$ cat src/rtl/serial_arith_pkg.sv
// Shared types and constants for the bit-serial arithmetic blocks.
// Latency: n/a (package only).
// Backpressure: n/a (package only).
package serial_arith_pkg;

   // Default operand width for the serial datapaths.
   localparam int SER_W_DEF = 4;

   // Sequencer states shared by the serial arithmetic units.
   typedef enum logic [1:0] {
      IDLE = 2'd0,
      RUN  = 2'd1,
      DONE = 2'd2
   } ser_state_t;

endpackage

$ cat src/rtl/fs_cell.sv
// Full-subtractor bit cell: d = a - b - bi for one bit, with borrow out.
// Latency: purely combinational.
// Backpressure: none.
// Ports: a (minuend bit), b (subtrahend bit), bi (borrow in),
//        d (difference bit), bo (borrow out).
module fs_cell (
   input  logic a,
   input  logic b,
   input  logic bi,
   output logic d,
   output logic bo
);

   assign d  = a ^ b ^ bi;
   // Borrow when the minuend bit cannot cover the subtrahend plus incoming borrow.
   assign bo = (~a & b) | (~a & bi) | (b & bi);

endmodule

$ cat src/rtl/serial_subtractor.sv
// Bit-serial subtractor: diff = (a - b - bin) mod 2^W, LSB first, one bit per clock.
// Latency: start accepted at edge E0, done pulses in the cycle after edge E0+W; one op per W+2 cycles.
// Backpressure: none; start is only sampled in IDLE and is ignored while busy (no queuing).
// Ports: clk, rst (async active-high), start, a, b, bin in;
//        busy, done, diff, bout out; ovf out only when SERIAL_SUB_OVF_EN is defined.
module serial_subtractor
   import serial_arith_pkg::*;
#(
   parameter int W = SER_W_DEF
) (
   input  logic         clk,
   input  logic         rst,
   input  logic         start,
   input  logic [W-1:0] a,
   input  logic [W-1:0] b,
   input  logic         bin,
   output logic         busy,
   output logic         done,
   output logic [W-1:0] diff,
   output logic         bout
`ifdef SERIAL_SUB_OVF_EN
   ,
   output logic         ovf
`endif
);

   // Wide enough to hold W without wrapping, for any W >= 1.
   localparam int CW = $clog2(W + 1);

   ser_state_t    state;
   ser_state_t    state_nxt;

   logic [W-1:0]  a_sr;
   logic [W-1:0]  b_sr;
   logic [W-1:0]  res;
   logic [W-1:0]  res_nxt;
   logic          borrow;
   logic [CW-1:0] cnt;
   logic          d_bit;
   logic          bo_bit;
   logic          last;

   fs_cell u_fs_cell (
      .a  (a_sr[0]),
      .b  (b_sr[0]),
      .bi (borrow),
      .d  (d_bit),
      .bo (bo_bit)
   );

   assign last = (cnt == CW'(W - 1));

   // New difference bit enters at the MSB; after W shifts bit 0 lands at the LSB.
   // Written as shift/or so it stays legal for W = 1.
   assign res_nxt = (W'(d_bit) << (W - 1)) | (res >> 1);

   always_comb begin
      state_nxt = state;
      busy      = 1'b0;
      done      = 1'b0;
      case (state)
         IDLE: begin
            if (start) begin
               state_nxt = RUN;
            end
         end
         RUN: begin
            busy = 1'b1;
            if (last) begin
               state_nxt = DONE;
            end
         end
         DONE: begin
            busy      = 1'b1;
            done      = 1'b1;
            state_nxt = IDLE;
         end
         default: begin
            state_nxt = IDLE;
         end
      endcase
   end

   always_ff @(posedge clk or posedge rst) begin
      if (rst) begin
         state <= IDLE;
      end else begin
         state <= state_nxt;
      end
   end

   always_ff @(posedge clk or posedge rst) begin
      if (rst) begin
         a_sr   <= '0;
         b_sr   <= '0;
         res    <= '0;
         borrow <= 1'b0;
         cnt    <= '0;
         diff   <= '0;
         bout   <= 1'b0;
`ifdef SERIAL_SUB_OVF_EN
         ovf    <= 1'b0;
`endif
      end else begin
         case (state)
            IDLE: begin
               if (start) begin
                  a_sr   <= a;
                  b_sr   <= b;
                  borrow <= bin;
                  cnt    <= '0;
                  res    <= '0;
               end
            end
            RUN: begin
               a_sr   <= a_sr >> 1;
               b_sr   <= b_sr >> 1;
               borrow <= bo_bit;
               cnt    <= cnt + CW'(1);
               res    <= res_nxt;
               // Visible result only moves on the completing edge, never mid-operation.
               if (last) begin
                  diff <= res_nxt;
                  bout <= bo_bit;
`ifdef SERIAL_SUB_OVF_EN
                  // Signed overflow: borrow into the MSB differs from borrow out of it.
                  ovf  <= borrow ^ bo_bit;
`endif
               end
            end
            default: begin
            end
         endcase
      end
   end

endmodule

$ cat config.mk
export PLATFORM = sky130hd
export DESIGN_NAME = serial_subtractor
export DESIGN_NICKNAME = d
export VERILOG_FILES = /design/src/rtl/serial_arith_pkg.sv /design/src/rtl/fs_cell.sv /design/src/rtl/serial_subtractor.sv
export SDC_FILE = /design/constraint.sdc
export NUM_CORES = 1
export LEC_CHECK = 0
export ABC_AREA = 0
export ABC_CLOCK_PERIOD_IN_PS = 2200
export BUFFER_PORTS_ARGS = -buffer_cell sky130_fd_sc_hd__buf_2
export CAP_MARGIN = 20
export CELL_PAD_IN_SITES_DETAIL_PLACEMENT = 1
export CELL_PAD_IN_SITES_GLOBAL_PLACEMENT = 2
export CORE_ASPECT_RATIO = 1.2
export CORE_MARGIN = 2
export CORE_UTILIZATION = 38
export CTS_CLUSTER_DIAMETER = 100
export CTS_CLUSTER_SIZE = 16
export DETAILED_ROUTE_END_ITERATION = 16
export MAX_ROUTING_LAYER = met4
export PLACE_DENSITY = 0.87
export SLEW_MARGIN = 20
export SYNTH_ARGS = -nofsm -noshare
export SYNTH_HDL_FRONTEND = slang
export SYNTH_SLANG_ARGS = --single-unit
$ cat constraint.sdc
create_clock -name clk -period 2.2 [get_ports clk]
set_input_delay 0.11 -clock clk [delete_from_list [all_inputs] [get_ports clk]]
set_output_delay 0.11 -clock clk [all_outputs]
set_load 0.05 [all_outputs]
==> impl_metrics.ini, run 1 <==
[floorplan]
rows = 21
die_h_um = 62.70
io_pins = 19
die-area_sq_mm = 0.003318
start_util_pct = 39.55
fp.dieW_um = 52.92
coreArea_sq_mm = 0.002759

[synth]
synth_area_sq_mm = 0.001091
muxShareOfSynthArea_pct = 5.390
syn_inst = 96
async_reset_ff_share_pct = 100.0
yosys_warnings = 0
synth_top_area_cell = dfrtp_1
synth_top_area_share_pct = 50.46
yosysSeqAreaShare_pct = 50.46
syn-num-nets = 114
synth_top_family_by_area = compound AO/OA/AOI/OAI gates
yosysUniqueCellTypes = 27
synth_compound_area_share_pct = 19.95
synthAdderAreaFrac_pct = 7.569
ys_ff_latch = 22
synth_edf_count = 0
synthSimpleGateAreaFrac_pct = 9.977
synthXorXnorAreaFrac_pct = 0
synthTopCellsByArea = dfrtp_1 (50%), a221oi_2 (6.9%), ha_1 (5.7%)
synth.avg_cell_area_sq_um = 11.37
ys.flop_type = dfrtp_1

[cts]
cts_root_buffer = clkbuf_4
holdBufCountCts = 1
cts_made_buffers = 3
cts_setup_buffers = 0
clkTransAtPathRegs_ns = 0.13
cts_tree = yes
clockBufferDepth = 2
cts_resized = 0
clk_latency_ns = 0.32
cts.sinks = 22
cts.htree.levels = 1

[sta]
finalSetupTns_ns = 0
fmaxAchievable_ghz = 0.5380
slew_viol_final = 0
finalSetupViolations = 0
fin_ws_ns = 0.3412
rsz0062_at_grt = false
hold_violations = 0
finalCritPeriodShare_pct = 84.49
period_minus_slack_ns = 1.859
whs_ns = 0.02494
finClkSkew_ns = 0.004610
relSlewSlack_pct = 42.73
max_slew.worst_pin.slew_ns = 0.8582

[grt]
grtUsageTotal_pct = 17.03
grt_pass1_vias = 889
grt_pass1_wl_um = 4105
grt_max_degree = 23
antenna_found_initial = 0
overflow = 0

[cells_and_area]
area_delta_synth_final_pct = 16.40
drive_gt1_share_pct = 29.06
nFillCells = 329
diodes = 0
nets = 136

[pwr]
power.share.clock_pct = 14.6
p_per_area_mw_per_mm2 = 1713
p_seq_share_pct = 32.5
power_leakage_nw = 0.6206
p_int_mw = 1.185
power.switching_mw = 0.9908
power_frac_comb_pct = 52.9
switching_share_pct = 45.54
vdd_drop_max_uv = 777.4

[routing]
drt_iter0_drc = 9
ant_nets = 0
routed_via_density = 5.325
first_pass_iters = 4
drc = 0
vias = 804
totalWireLength_um = 2344
wl_per_cell_um = 15.52

[critical_path]
crit_arrival_ns = 2.08
worst-path-stages = 5
crit_type = reg2reg
rr_worst_depth = 5
cp-end-kind = register
cpMaxStageDelayCell = ha_1
path_buf_inv = 2
crit_fanout = 13
critPathTopFamily = adder cells
cp.required_ns = 2.42
cpPeakStageDelay_ns = 0.46
start_kind = register
path_cells = inv_1 -> ha_1 -> mux2i_2 -> inv_2 -> o221a_1

[place]
portBuffers = 18
gp_congestion = 0.7075
pre_cts_ws_ns = 0.3507
dpl.hpwl_um = 1721

[run_status]
outcome = completed

[job]
max-cap-violations = 0

[worst_hold_path]
min_path_type = in2reg
whs_path_depth = 3
final cells by class:
| class | count | area (sq um) | share of cell area [%] |
|---|---|---|---|
| clock inverters | 1 | 30.03 | 2.365 |
| inverters | 13 | 48.80 | 3.842 |
| multi-input cells | 58 | 467.9 | 36.85 |
| repair buffers | 20 | 107.6 | 8.473 |
| well taps | 34 | 42.54 | 3.350 |
| flip-flops and latches | 22 | 550.5 | 43.35 |
| clock buffers | 3 | 22.52 | 1.773 |
kinds of logic after synthesis:
group	after synthesis
AOI/OAI and AO/OA	27
adders and majority gates	6
buffers and inverters	16
DFF	22
muxes	5
and+or+nand+nor	20
path summary, 6_finish.rpt:
| kind | from | slack (ns) | to |
|---|---|---|---|
| setup / recovery | state[1]$_DFFE_PP0P_ | 0.34 | b_sr[0]$_DFFE_PP0P_ |
| hold / removal | a[3] | 0.02 | a_sr[3]$_DFFE_PP0P_ |
| setup reg to reg | state[1]$_DFFE_PP0P_ | 0.34 | b_sr[0]$_DFFE_PP0P_ |
| hold reg to reg | diff[3]$_DFFE_PP0P_ | 0.49 | diff[3]$_DFFE_PP0P_ |
| max in group asynchronous | rst | 1.18 | state[0]$_DFFE_PP0P_ |
| min in group asynchronous | rst | 0.49 | diff[2]$_DFFE_PP0P_ |
cells in the final DEF (no fill, tap or decap), types with 2 or more instances in the layout:
cell and instances:
clkbuf_4 3, o221a_1 2, nand2_1 5, nor2_1 6, buf_2 18, a21oi_1 5
o21ai_1 3, o21ai_0 2, ha_1 5, dfrtp_1 22, a221oi_2 5, o22ai_1 7
inv_1 11, inv_2 2, a22o_1 3, nand2b_1 2, mux2_1 4
through the flow:
stage / cells / utilization (%) / instance area [sq um] / total power [mW]
floorplan: 96 / - / 1091 / 1.651
global placement: 146 / 43.76 / 1207 / 1.829
detailed placement: 146 / 43.76 / 1207 / 1.887
CTS: 151 / 46.03 / 1270 / 2.204
global route: 151 / 46.03 / 1270 / 2.333
finish: 151 / 46.03 / 1270 / 2.176
layer usage:
layer	vias up	share of wire [%]	track usage [%]
met5	-	0	-
met4	0	1.9	6.731
met3	5	3.2	2.871
met2	18	51	28.13
met1	401	43	20.22
li1	380	-	-
power groups by stage:
stage / clock (mW) / combinational, mW / sequential, mW
3_5_place_dp: 0 / 1.17 / 0.718
4_1_cts: 0.323 / 1.17 / 0.711
6_report: 0.317 / 1.15 / 0.708
5_1_grt: 0.338 / 1.26 / 0.737
2_1_floorplan: 0 / 0.831 / 0.820
3_3_place_gp: 0 / 1.12 / 0.707
cells in the mapped netlist, drive strengths merged (3+ instances only):
library cell and instances:
a21oi 5, a221oi 5, a22o 3, buf 3
dfrtp 22, ha 5, inv 13, mux2 4
nand2 7, nor2 6, o21ai 5, o22ai 7
worst register-to-register path, stage by stage, from the launching register on:
cell and delay (ns):
dfrtp_1 0.43, inv_1 0.09, ha_1 0.46, mux2i_2 0.46, inv_2 0.09, o221a_1 0.24
state kept, by name, indices dropped and copies added, names as in the netlist:
register	cells
res	3
cnt	3
borrow	1
diff	4
b_sr	4
state	2
bout	1
a_sr	4
Power figures use the tool's default switching activity.
==> inputs of run 2 (changes only) <==
--- a/config.mk
+++ b/config.mk
@@ -6,19 +6,19 @@
 export NUM_CORES = 1
 export LEC_CHECK = 0
 export ABC_AREA = 0
-export ABC_CLOCK_PERIOD_IN_PS = 2200
+export ABC_CLOCK_PERIOD_IN_PS = 1900
 export BUFFER_PORTS_ARGS = -buffer_cell sky130_fd_sc_hd__buf_2
 export CAP_MARGIN = 20
 export CELL_PAD_IN_SITES_DETAIL_PLACEMENT = 1
 export CELL_PAD_IN_SITES_GLOBAL_PLACEMENT = 2
 export CORE_ASPECT_RATIO = 1.2
 export CORE_MARGIN = 2
-export CORE_UTILIZATION = 38
+export CORE_UTILIZATION = 35
 export CTS_CLUSTER_DIAMETER = 100
 export CTS_CLUSTER_SIZE = 16
 export DETAILED_ROUTE_END_ITERATION = 16
 export MAX_ROUTING_LAYER = met4
-export PLACE_DENSITY = 0.87
+export PLACE_DENSITY = 0.82
 export SLEW_MARGIN = 20
 export SYNTH_ARGS = -nofsm -noshare
 export SYNTH_HDL_FRONTEND = slang
==> constraint.sdc (replaced) <==
create_clock -name clk -period 1.9 [get_ports clk]
set_input_delay 0.095 -clock clk [delete_from_list [all_inputs] [get_ports clk]]
set_output_delay 0.095 -clock clk [all_outputs]
set_load 0.05 [all_outputs]
==> impl_metrics.ini, run 2 (synthesis results as in run 1) <==
[run_status]
outcome = completed

[cts]
cts.htree.levels = 1
cts_root_buffer = clkbuf_4
cts.sinks = 22
clkTransAtPathRegs_ns = 0.14
cts_setup_buffers = 0
cts_made_buffers = 3
clockBufferDepth = 2
cts_tree = yes
cts_resized = 0
clk_latency_ns = 0.32

[sta]
finClkSkew_ns = 0.007981
fmaxAchievable_ghz = 0.5834
finalSetupViolations = 0
max_slew.worst_pin.slew_ns = 0.8445
relSlewSlack_pct = 43.64
rsz0062_at_grt = false
finalSetupTns_ns = 0
slew_viol_final = 0
period_minus_slack_ns = 1.714
finalCritPeriodShare_pct = 90.21
hold_violations = 0

[floorplan]
die_h_um = 65.16
die-area_sq_mm = 0.003582
rows = 22
io_pins = 19
coreArea_sq_mm = 0.003028
fp.dieW_um = 54.97
start_util_pct = 36.03

[place]
portBuffers = 18
dpl_cell_area_sq_mm = 0.001225
dpl.hpwl_um = 1759
gp_congestion = 0.7595

[critical_path]
crit_arrival_ns = 1.94
cpPeakStageDelay_ns = 0.46
critPathTopFamily = adder cells
crit_type = reg2reg
regToRegStartpoint = state[1]$_DFFE_PP0P_
cp.required_ns = 2.13
cpMaxStageDelayCell = ha_1
rr_worst_depth = 5
path_cells = inv_1 -> ha_1 -> nand2b_1 -> and2_4 -> a221oi_2
cp-end-kind = register
path_buf_inv = 1
rr_endpoint = a_sr[1]$_DFFE_PP0P_
crit_fanout = 13
r2r_slack_ns = 0.19
start_kind = register

[routing]
vias = 801
first_pass_iters = 4
drt_iter0_drc = 13
ant_nets = 0
totalWireLength_um = 2333
drc = 0
wl_per_cell_um = 15.05
routed_via_density = 5.168

[pwr]
vdd_drop_max_uv = 698.4
switching_share_pct = 45.06
power_leakage_nw = 0.6298
power_frac_comb_pct = 53.4
power.switching_mw = 1.149
p_seq_share_pct = 32.1
p_per_area_mw_per_mm2 = 1981
power.share.clock_pct = 14.5
p_int_mw = 1.401

[grt]
grt_max_degree = 23
overflow = 0
antenna_found_initial = 0
grt_pass1_vias = 876
grtUsageTotal_pct = 16.27
grt_pass1_wl_um = 4146

[job]
max-cap-violations = 0

[cells_and_area]
reg_top3 = a_sr: 4 flops, b_sr: 4 flops, diff: 4 flops
nets = 138
final_common_cell = dfrtp_1
area_delta_synth_final_pct = 18.00
layout_common_cells = dfrtp_1 (22), buf_2 (18), inv_1 (11), o22ai_1 (7), nor2_1 (6)
diodes = 0
drive_gt1_share_pct = 30.25
design_area_sq_mm = 0.001287

[worst_hold_path]
min-delay-start = a[3]
hold_end = a_sr[3]$_DFFE_PP0P_
whs_path_depth = 3
min_path_type = in2reg
## run 2: area by class of cell
cell class	count	area, sq um
Inverter	13	48.80
Sequential cell	22	550.5
Timing Repair Buffer	22	122.6
Fill cell	351	1740
Tap cell	36	45.04
Multi-Input combinational cell	58	467.9
Clock buffer	3	22.52
Clock inverter	1	30.03
## run 2: worst max path at each step
| stage | startpoint | end | slack, ns | cells after the start |
|---|---|---|---|---|
| floorplan | state[0]$_DFFE_PP0P_ | b_sr[0]$_DFFE_PP0P_ | 0.50 | 5 |
| detailed placement | state[1]$_DFFE_PP0P_ | a_sr[1]$_DFFE_PP0P_ | 0.20 | 5 |
| global route | state[0]$_DFFE_PP0P_ | a_sr[1]$_DFFE_PP0P_ | 0.002 | 5 |
| CTS | state[1]$_DFFE_PP0P_ | a_sr[1]$_DFFE_PP0P_ | 0.16 | 5 |
| global placement | state[0]$_DFFE_PP0P_ | b_sr[0]$_DFFE_PP0P_ | 0.28 | 5 |
| finish | state[1]$_DFFE_PP0P_ | a_sr[1]$_DFFE_PP0P_ | 0.19 | 5 |
## run 2: per-stage QoR
step / total power, mW / setup slack, ns / hold slack, ns / util [%] / std cells
floorplan: 1.911 / 0.4975 / 0.08423 / - / 96
global placement: 2.156 / 0.2758 / 0.2978 / 40.45 / 150
detailed placement: 2.219 / 0.2044 / 0.3208 / 40.45 / 150
CTS: 2.587 / 0.1632 / 0.03301 / 42.52 / 155
global route: 2.776 / 0.002311 / 0.02753 / 42.52 / 155
finish: 2.550 / 0.1860 / 0.02800 / 42.52 / 155
## run 2: worst reg2reg max path, cell delays in order, from the launching register on
cell and delay (ns):
dfrtp_1 0.43, inv_1 0.10, ha_1 0.46, nand2b_1 0.14
and2_4 0.23, a221oi_2 0.28
## run 2: per-layer routing
layer	up-vias	share of wire, %	global-route usage (%)
li1	383	-	-
met1	398	47	21.00
met2	16	49	26.49
met3	4	3.0	2.727
met4	0	1.2	3.659
met5	-	0	-
## run 2: power by group through the flow
stage	logic (mW)	clock network, mW	registers (mW)
6_report	1.36	0.369	0.819
3_5_place_dp	1.39	0	0.830
2_1_floorplan	0.962	0	0.949
5_1_grt	1.53	0.398	0.850
4_1_cts	1.39	0.376	0.822
3_3_place_gp	1.34	0	0.818
## run 2: what timing repair did
| item | 4_1_cts | 5_1_grt |
|---|---|---|
| endpoints found under the hold margin | 22 | 0 |
| hold buffers | 1 | 0 |
| setup endpoints to repair | 0 | 0 |
==> inputs of run 3 (changes only) <==
--- a/config.mk
+++ b/config.mk
@@ -19,6 +19,7 @@
 export DETAILED_ROUTE_END_ITERATION = 16
 export MAX_ROUTING_LAYER = met4
 export PLACE_DENSITY = 0.82
+export REMOVE_ABC_BUFFERS = 1
 export SLEW_MARGIN = 20
 export SYNTH_ARGS = -nofsm -noshare
 export SYNTH_HDL_FRONTEND = slang
==> impl_metrics.ini, run 3 (synthesis results as in run 1) <==
[sta]
finClkSkew_ns = 0.003630
slew_viol_final = 0
finalSetupViolations = 0
finalSetupTns_ns = 0
period_minus_slack_ns = 1.705
max_slew.worst_pin.slew_ns = 0.4090
whs_ns = 0.02998
fmaxAchievable_ghz = 0.5864
hold_violations = 0
rsz0062_at_grt = false
relSlewSlack_pct = 72.73
finalCritPeriodShare_pct = 89.76
fin_ws_ns = 0.1946

[cts]
cts.sinks = 22
cts_made_buffers = 3
cts.htree.levels = 1
cts_root_buffer = clkbuf_4
cts_tree = yes
clk_latency_ns = 0.30
clockBufferDepth = 2
clkTransAtPathRegs_ns = 0.12
cts_setup_buffers = 0
cts_resized = 0
holdBufCountCts = 1

[routing]
drc = 0
drt_iter0_drc = 1
wl_per_cell_um = 13.96
vias = 804
ant_nets = 0
routed_via_density = 5.121
highest_layer = met4
first_pass_iters = 3
wl_met3_um = 68
wl_met2_um = 1120
totalWireLength_um = 2192
wl_met1_um = 993

[worst_hold_path]
min_path_type = in2reg

[grt]
grtUsageTotal_pct = 14.89
overflow = 0
grt_max_degree = 23
antenna_found_initial = 0
grt_pass1_vias = 859
grt_pass1_wl_um = 3836

[cells_and_area]
reg_top3 = a_sr: 4 flops, b_sr: 4 flops, diff: 4 flops
multiInputGateArea_sq_um = 467.9
ff_latch_area_sq_um = 550.5
drive_gt1_share_pct = 31.40
final_common_cell = dfrtp_1
nFillCells = 357
nets = 141
layout_common_cells = dfrtp_1 (22), buf_2 (18), inv_1 (11), o22ai_1 (7)
fin_util_pct = 42.27
area_delta_synth_final_pct = 17.32
diodes = 0

[run_status]
outcome = completed

[pwr]
power_leakage_nw = 0.6297
p_per_area_mw_per_mm2 = 1876
vdd_drop_max_uv = 830.9
power_mw = 2.401

[floorplan]
die-area_sq_mm = 0.003582
die_h_um = 65.16
rows = 22
coreArea_sq_mm = 0.003028
fp.dieW_um = 54.97
start_util_pct = 36.03
io_pins = 19

[critical_path]
crit_fanout = 10
crit_arrival_ns = 1.92
start_kind = register
cp.required_ns = 2.12
crit_type = reg2reg
cp-end-kind = register

[place]
dpl.hpwl_um = 1711
pre_cts_ws_ns = 0.2087
gp_congestion = 0.7260
portBuffers = 18

[job]
max-cap-violations = 0
[run 3: cell types whose count changed in the layout (fill, tap and decap cells not counted)]
cell       delta
buf_4         +3
bufinv_16     -1
[run 3: critical path, cell delays in order (launching register included)]
cell      delay, ns
dfrtp_1        0.43
inv_1          0.09
ha_1           0.37
nand2b_1       0.21
and2_4         0.26
a221oi_2       0.26
[run 3: power by group]
| part | internal [mW] | switching, mW | total, mW |
|---|---|---|---|
| registers | 0.680 | 0.138 | 0.818 |
| logic | 0.531 | 0.842 | 1.37 |
| clock network | 0.0739 | 0.136 | 0.210 |
| total | 1.29 | 1.12 | 2.40 |
[run 3: path summary, 6_finish.rpt]
check                                 endpoint  slack (ns)  cells past startpoint            startpoint
hold reg to reg             cnt[0]$_DFFE_PP0P_        0.50                      1    cnt[0]$_DFFE_PP0P_
min in group asynchronous  diff[3]$_DFFE_PP0P_        0.36                      4                   rst
max in group asynchronous  a_sr[2]$_DFFE_PP0P_        1.32                      4                   rst
setup / recovery           a_sr[1]$_DFFE_PP0P_        0.19                      5  state[1]$_DFFE_PP0P_
hold / removal             a_sr[3]$_DFFE_PP0P_        0.03                      3                  a[3]
setup reg to reg           a_sr[1]$_DFFE_PP0P_        0.19                      5  state[1]$_DFFE_PP0P_
[run 3: area by class of cell]
cell class / count / share of cell area (%)
Timing Repair Buffer: 25 / 11.34
Clock buffer: 3 / 1.760
Sequential cell: 22 / 43.01
Multi-Input combinational cell: 58 / 36.56
Tap cell: 36 / 3.519
Inverter: 13 / 3.812
[run 3: stage by stage]
| step | instances | area, sq um |
|---|---|---|
| final | 157 | 1280 |
| after global routing | 157 | 1280 |
| after CTS | 157 | 1280 |
| after detailed placement | 153 | 1247 |
| after global placement | 153 | 1247 |
| after floorplan | 93 | 1067 |
[run 3: per-layer routing]
metal / vias to the layer above / GRT usage, %
li1: 393 / -
met1: 396 / 18.91
met2: 13 / 24.26
met3: 2 / 2.045
met4: 0 / 4.573
met5: - / -
